[config.mk]
export PLATFORM = sky130hd
export DESIGN_NAME = id_hazard_stall_unit_flat
export DESIGN_NICKNAME = d
export VERILOG_FILES = /design/src/rtl/id_hazard_stall_unit_if.sv /design/src/rtl/id_hazard_stall_unit.sv /design/src/flat_wrapper.sv
export SDC_FILE = /design/constraint.sdc
export NUM_CORES = 1
export LEC_CHECK = 0
export CAP_MARGIN = 20
export CORE_ASPECT_RATIO = 0.9
export CORE_UTILIZATION = 34
export DETAILED_ROUTE_END_ITERATION = 16
export PLACE_DENSITY = 0.82
export RECOVER_POWER = 50
export SYNTH_ARGS = -nofsm -noshare
export SYNTH_HDL_FRONTEND = slang
export SYNTH_SLANG_ARGS = --single-unit
export TNS_END_PERCENT = 10
[constraint.sdc]
create_clock -name clk -period 2.1 [get_ports clk]
set_input_delay 0.315 -clock clk [delete_from_list [all_inputs] [get_ports clk]]
set_output_delay 0.315 -clock clk [all_outputs]
set_load 0.01 [all_outputs]
[src/rtl/id_hazard_stall_unit_if.sv]
// Hazard interface between the ID/EX pipeline and the stall/flush controller.
// The master is the pipeline side, which reports the hazard status; the slave is the stall unit.
interface id_hazard_stall_unit_if;
    logic        mem_read_en_ex;
    logic [4:0]  reg_write_addr_ex;
    logic [4:0]  addr_1_id;
    logic [4:0]  addr_2_id;
    logic        uses_rs1_id;
    logic        uses_rs2_id;
    logic        muldiv_ex;
    logic        muldiv_is_div_ex;
    logic        branch_taken_ex;
    logic        pc_stall;
    logic        if_id_stall;
    logic        if_id_flush;
    logic        id_ex_stall;
    logic        id_ex_bubble;
    logic        ex_mem_bubble;
    logic        muldiv_ready;
    logic [31:0] stall_cycles;

    modport master (
        output mem_read_en_ex, reg_write_addr_ex, addr_1_id, addr_2_id,
               uses_rs1_id, uses_rs2_id, muldiv_ex, muldiv_is_div_ex, branch_taken_ex,
        input  pc_stall, if_id_stall, if_id_flush, id_ex_stall, id_ex_bubble,
               ex_mem_bubble, muldiv_ready, stall_cycles
    );

    modport slave (
        input  mem_read_en_ex, reg_write_addr_ex, addr_1_id, addr_2_id,
               uses_rs1_id, uses_rs2_id, muldiv_ex, muldiv_is_div_ex, branch_taken_ex,
        output pc_stall, if_id_stall, if_id_flush, id_ex_stall, id_ex_bubble,
               ex_mem_bubble, muldiv_ready, stall_cycles
    );
endinterface

[src/rtl/id_hazard_stall_unit.sv]
// Stall/flush controller for load-use, multi-cycle MUL/DIV and taken-branch hazards.
// Optional stall-cycle performance counter enabled by macro HAZARD_PERF_CNT_EN.
//
// state   | meaning
// RUN     | normal flow; a MUL/DIV arriving in EX starts its occupancy here
// MD_WAIT | MUL/DIV held in EX, counting down remaining stall cycles
module id_hazard_stall_unit #(
    parameter int MUL_CYCLES = 2,
    parameter int DIV_CYCLES = 34,
    parameter int CNT_W      = 6
) (
    input logic                    clk,
    input logic                    rst,
    id_hazard_stall_unit_if.slave  hz
);

    typedef enum logic {RUN, MD_WAIT} state_t;

    localparam logic [CNT_W-1:0] MUL_LEN = CNT_W'(MUL_CYCLES);
    localparam logic [CNT_W-1:0] DIV_LEN = CNT_W'(DIV_CYCLES);

    state_t           state, state_nxt;
    logic [CNT_W-1:0] cnt, cnt_nxt;
    logic [CNT_W-1:0] occ;
    logic             occ_short;
    logic             lu;
    logic             md_stall;
    logic             md_ready;

    logic pc_stall, if_id_stall, if_id_flush, id_ex_stall, id_ex_bubble, ex_mem_bubble;

    assign occ       = hz.muldiv_is_div_ex ? DIV_LEN : MUL_LEN;
    assign occ_short = hz.muldiv_is_div_ex ? (DIV_CYCLES <= 1) : (MUL_CYCLES <= 1);

    // x0 is hardwired to zero, so a load targeting it never creates a dependency
    assign lu = hz.mem_read_en_ex && (hz.reg_write_addr_ex != 5'd0) &&
                ((hz.uses_rs1_id && (hz.addr_1_id == hz.reg_write_addr_ex)) ||
                 (hz.uses_rs2_id && (hz.addr_2_id == hz.reg_write_addr_ex)));

    always_ff @(posedge clk or posedge rst) begin
        if (rst) begin
            state <= RUN;
            cnt   <= '0;
        end else begin
            state <= state_nxt;
            cnt   <= cnt_nxt;
        end
    end

    always_comb begin
        state_nxt = state;
        cnt_nxt   = cnt;
        md_stall  = 1'b0;
        md_ready  = 1'b0;
        case (state)
            RUN: begin
                if (hz.muldiv_ex) begin
                    if (occ_short) begin
                        md_ready = 1'b1;
                    end else begin
                        md_stall  = 1'b1;
                        cnt_nxt   = occ - CNT_W'(2);
                        state_nxt = MD_WAIT;
                    end
                end
            end
            MD_WAIT: begin
                if (cnt != '0) begin
                    md_stall = 1'b1;
                    cnt_nxt  = cnt - CNT_W'(1);
                end else begin
                    md_ready  = 1'b1;
                    state_nxt = RUN;
                end
            end
            default: begin
                state_nxt = RUN;
                cnt_nxt   = '0;
            end
        endcase
    end

    always_comb begin
        pc_stall      = 1'b0;
        if_id_stall   = 1'b0;
        if_id_flush   = 1'b0;
        id_ex_stall   = 1'b0;
        id_ex_bubble  = 1'b0;
        ex_mem_bubble = 1'b0;
        if (md_stall) begin
            pc_stall      = 1'b1;
            if_id_stall   = 1'b1;
            id_ex_stall   = 1'b1;
            ex_mem_bubble = 1'b1;
        end else if (hz.branch_taken_ex) begin
            // the redirect squashes the dependent instruction, so a load-use stall is moot
            if_id_flush  = 1'b1;
            id_ex_bubble = 1'b1;
        end else if (lu) begin
            pc_stall     = 1'b1;
            if_id_stall  = 1'b1;
            id_ex_bubble = 1'b1;
        end
    end

    assign hz.pc_stall      = pc_stall;
    assign hz.if_id_stall   = if_id_stall;
    assign hz.if_id_flush   = if_id_flush;
    assign hz.id_ex_stall   = id_ex_stall;
    assign hz.id_ex_bubble  = id_ex_bubble;
    assign hz.ex_mem_bubble = ex_mem_bubble;
    assign hz.muldiv_ready  = md_ready;

`ifdef HAZARD_PERF_CNT_EN
    logic [31:0] stall_cnt;

    always_ff @(posedge clk or posedge rst) begin
        if (rst) begin
            stall_cnt <= '0;
        end else if (pc_stall) begin
            stall_cnt <= stall_cnt + 32'd1;
        end
    end

    assign hz.stall_cycles = stall_cnt;
`else
    assign hz.stall_cycles = '0;
`endif

endmodule

[src/flat_wrapper.sv]
// flat-port wrapper written by rule: the top's interface ports become plain ports
module id_hazard_stall_unit_flat 
#(
    parameter int MUL_CYCLES = 2,
    parameter int DIV_CYCLES = 34,
    parameter int CNT_W      = 6
)
  (clk, rst, hz_mem_read_en_ex, hz_reg_write_addr_ex, hz_addr_1_id, hz_addr_2_id, hz_uses_rs1_id, hz_uses_rs2_id, hz_muldiv_ex, hz_muldiv_is_div_ex, hz_branch_taken_ex, hz_pc_stall, hz_if_id_stall, hz_if_id_flush, hz_id_ex_stall, hz_id_ex_bubble, hz_ex_mem_bubble, hz_muldiv_ready, hz_stall_cycles);
  id_hazard_stall_unit_if hz_i ();
  input logic clk;
  input logic rst;
  input wire logic [$bits(hz_i.mem_read_en_ex)-1:0] hz_mem_read_en_ex;
  input wire logic [$bits(hz_i.reg_write_addr_ex)-1:0] hz_reg_write_addr_ex;
  input wire logic [$bits(hz_i.addr_1_id)-1:0] hz_addr_1_id;
  input wire logic [$bits(hz_i.addr_2_id)-1:0] hz_addr_2_id;
  input wire logic [$bits(hz_i.uses_rs1_id)-1:0] hz_uses_rs1_id;
  input wire logic [$bits(hz_i.uses_rs2_id)-1:0] hz_uses_rs2_id;
  input wire logic [$bits(hz_i.muldiv_ex)-1:0] hz_muldiv_ex;
  input wire logic [$bits(hz_i.muldiv_is_div_ex)-1:0] hz_muldiv_is_div_ex;
  input wire logic [$bits(hz_i.branch_taken_ex)-1:0] hz_branch_taken_ex;
  output wire logic [$bits(hz_i.pc_stall)-1:0] hz_pc_stall;
  output wire logic [$bits(hz_i.if_id_stall)-1:0] hz_if_id_stall;
  output wire logic [$bits(hz_i.if_id_flush)-1:0] hz_if_id_flush;
  output wire logic [$bits(hz_i.id_ex_stall)-1:0] hz_id_ex_stall;
  output wire logic [$bits(hz_i.id_ex_bubble)-1:0] hz_id_ex_bubble;
  output wire logic [$bits(hz_i.ex_mem_bubble)-1:0] hz_ex_mem_bubble;
  output wire logic [$bits(hz_i.muldiv_ready)-1:0] hz_muldiv_ready;
  output wire logic [$bits(hz_i.stall_cycles)-1:0] hz_stall_cycles;
  assign hz_i.mem_read_en_ex = hz_mem_read_en_ex;
  assign hz_i.reg_write_addr_ex = hz_reg_write_addr_ex;
  assign hz_i.addr_1_id = hz_addr_1_id;
  assign hz_i.addr_2_id = hz_addr_2_id;
  assign hz_i.uses_rs1_id = hz_uses_rs1_id;
  assign hz_i.uses_rs2_id = hz_uses_rs2_id;
  assign hz_i.muldiv_ex = hz_muldiv_ex;
  assign hz_i.muldiv_is_div_ex = hz_muldiv_is_div_ex;
  assign hz_i.branch_taken_ex = hz_branch_taken_ex;
  assign hz_pc_stall = hz_i.pc_stall;
  assign hz_if_id_stall = hz_i.if_id_stall;
  assign hz_if_id_flush = hz_i.if_id_flush;
  assign hz_id_ex_stall = hz_i.id_ex_stall;
  assign hz_id_ex_bubble = hz_i.id_ex_bubble;
  assign hz_ex_mem_bubble = hz_i.ex_mem_bubble;
  assign hz_muldiv_ready = hz_i.muldiv_ready;
  assign hz_stall_cycles = hz_i.stall_cycles;
  id_hazard_stall_unit #(.MUL_CYCLES(MUL_CYCLES), .DIV_CYCLES(DIV_CYCLES), .CNT_W(CNT_W)) u_core (.clk(clk), .rst(rst), .hz(hz_i));
endmodule
==> results.tsv <==
stage	metric	value	unit
power_and_ir_drop	leakage	0.574	nW
logic_synthesis	ys.warnings.count	0	
placement	gp_congestion	0.911	
cells_and_area	multi_input_area	510	µm²
grt	antenna_found_initial	0	
cells_and_area	syn_to_final_growth	36.5	%
cells_and_area	finish.utilization	50.3	%
drt	vias_per_cell	4.26	
cts	post_cts_buffers	0	
cts	h-tree-depth	1	
placement	hpwl	1470	µm
floorplanning	die_x	53.8	µm
critical_path	r2r_cells	7	
floorplanning	dieArea	2610	µm²
critical_path	critPathRequiredTime	1.78	ns
outcome	status	finished, final reports clean	
logic_synthesis	synthArstFlopShare	100	%
grt	grt_util_met1	16.3	%
cts	cts-root-buf	clkbuf_4	
drt	dr_total_vias	707	
grt	grt_busiest_layer	met2	
sta	max_freq	506	MHz
cts	cts-buffers-inserted	3	
flow_run	maxCapViolCount	0	
cts	clk_latency	0.26	ns
power_and_ir_drop	cellPowerDensity	958	nW/µm²
logic_synthesis	synth_seq_cells	7	
cts	clkTransAtPathRegs	0.07	ns
cts	clockBufferDepth	2	
grt	grt_max_degree	9	
sta	rsz0062_at_grt	no	
floorplanning	std_cell_rows	16	
floorplanning	die_h	48.6	µm
grt	grt_pass1_vias	656	
grt	grt_usage	14.6	%
critical_path	rr_startpoint	u_core.cnt[1]	
critical_path	start_kind	register	
critical_path	crit_type	reg2out	
grt	use_met2	25.5	%
sta	period_share	94.0	%
min_path	hold_class	in2async	
logic_synthesis	syn_area	820	µm²
logic_synthesis	syn_inst	97	
floorplanning	ios	62	
critical_path	cp_max_fo	4	
drt	wirelength	1730	µm
sta	drv_slew	0	
cells_and_area	fillers	213	
critical_path	startpoint	u_core.cnt[1]	
cts	cts-hold-fix-buffers	0	
drt	drt_iter0_markers	6	
critical_path	cp-endpoint	hz_id_ex_stall	
sta	finalSetupTns	0	ns
sta	finalHoldViolCount	0	
critical_path	reg2reg_to	u_core.cnt[4]	
power_and_ir_drop	irDropWorstVdd	0.697	mV
cells_and_area	antenna_cells	0	
cells_and_area	seq_area	175	µm²
logic_synthesis	synthFlopType	dfrtp_1	
logic_synthesis	ys_types	29	
critical_path	critPathArrivalTime	1.66	ns
logic_synthesis	yosysSeqAreaShare	21.4	%
grt	grt_overflow	0	
cells_and_area	layout-drive-gt1-share	19.4	%
floorplanning	core	2220	µm²
sta	period_needed	1.97	ns
critical_path	rrSetupSlack	0.40	ns
cts	cts_tree	done	
grt	grt_pass1_wl	2810	µm
drt	drtAntennaViolNets	0	
logic_synthesis	syn_avg_cell_area	8.45	µm²
drt	wl_per_cell	10.4	µm
cells_and_area	nNetsFinal	165	
floorplanning	initial_core_util	36.9	%
sta	skew	0.0184	ns
drt	drtPass1Iterations	4	
logic_synthesis	synth-edff-count	0	
sta	setup_viol	0	
critical_path	end_kind	output pin	
placement	portBuffers	29	
drt	drc	0	
grt	grtUsageMet3	6.29	%
cts	cts_sinks	7	
-- where the power goes --
group	total (W)	internal, W	switching (W)
registers	0.000274	0.000206	0.0000681
clock network	0.000129	0.0000728	0.0000560
logic	0.000669	0.000354	0.000315
-- kinds of logic after synthesis --
logic type | Yosys count | synth area share, %
multiplexers | 2 | 2.44
XOR/XNOR | 11 | 11.8
flip-flops | 7 | 21.4
AND/OR/NAND/NOR | 20 | 14.8
buffers and inverters | 40 | 33.9
adder cells (fa/ha/maj) | 2 | 3.05
AO/OA/AOI/OAI | 14 | 12.2
other | 1 | 0.458
-- how the worst min path moves through the flow --
stage	from	endpoint	slack, ns	cells past startpoint
after detailed placement	rst	u_core.state	0.57	2
after global placement	u_core.cnt[4]	u_core.cnt[4]	0.55	2
after global routing	rst	u_core.state	0.46	2
after CTS	rst	u_core.state	0.30	2
final	rst	u_core.state	0.43	2
after floorplan	rst	u_core.cnt[0]	0.12	1
-- cell usage after synthesis (2+ instances only) --
cell	n	area, µm²
dfrtp_1	7	175
ha_1	2	25.0
nor4_1	2	12.5
inv_1	6	22.5
a21oi_1	3	15.0
buf_4	34	255
mux2i_1	2	20.0
nand2_1	4	15.0
o31ai_1	2	15.0
o21ai_0	4	20.0
nor3_1	2	10.0
xnor2_1	2	17.5
or3_1	3	18.8
xor2_1	9	78.8
-- cell type report --
| class | instances | area share, % |
|---|---|---|
| Tap cell | 27 | 3.02 |
| Inverter | 6 | 2.01 |
| Multi-Input combinational cell | 81 | 45.6 |
| Timing Repair Buffer | 41 | 31.3 |
| Sequential cell | 7 | 15.7 |
| Clock buffer | 4 | 2.35 |
-- sequential cells by signal, summed over array words and instances (netlist names) --
register      flops
u_core.state      1
u_core.cnt        6
-- routing by layer --
layer / share of wire (%) / vias up
met5: 0 / -
met4: 0.58 / 0
met3: 6.1 / 2
met2: 53 / 34
met1: 40 / 328
li1: - / 343
-- cell usage in the layout (no fill, tap or decap), types with 3 or more instances in the layout --
cell	synthesis	final
dfrtp_1	7	7
nand2_1	4	4
o21ai_0	4	3
buf_2	0	3
dlygate4sd2_1	0	11
buf_4	34	11
clkdlybuf4s50_1	0	11
inv_1	6	6
a21oi_1	3	3
or3_1	3	3
conb_1	1	32
clkbuf_4	0	3
xor2_1	9	9
-- repair_timing --
action,4_1_cts,5_1_grt
pin swaps,4,2
endpoints found under the setup margin,7,5
gates resized for setup,29,7
hold endpoints to repair,0,0
-- worst max-delay path: stages (launching register included) --
cell and delay, ns:
dfrtp_1 0.35, inv_1 0.06, ha_1 0.18, nor2b_4 0.13, a31o_4 0.26, inv_1 0.07, buf_4 0.12, clkdlybuf4s15_1 0.23
-- metrics by stage --
stage	hold WS (ns)	power (W)	instance area (µm²)	worst slack (ns)	std cells
after floorplan	0.118	0.000689	936	0.256	128
after global placement	0.550	0.000944	1090	-0.487	162
after detailed placement	0.574	0.000967	1090	-0.548	162
after CTS	0.305	0.00107	1100	-0.000384	166
after global routing	0.463	0.00117	1120	0.0196	166
final	0.432	0.00107	1120	0.125	166
No activity file was read; power rests on OpenSTA's default activity.
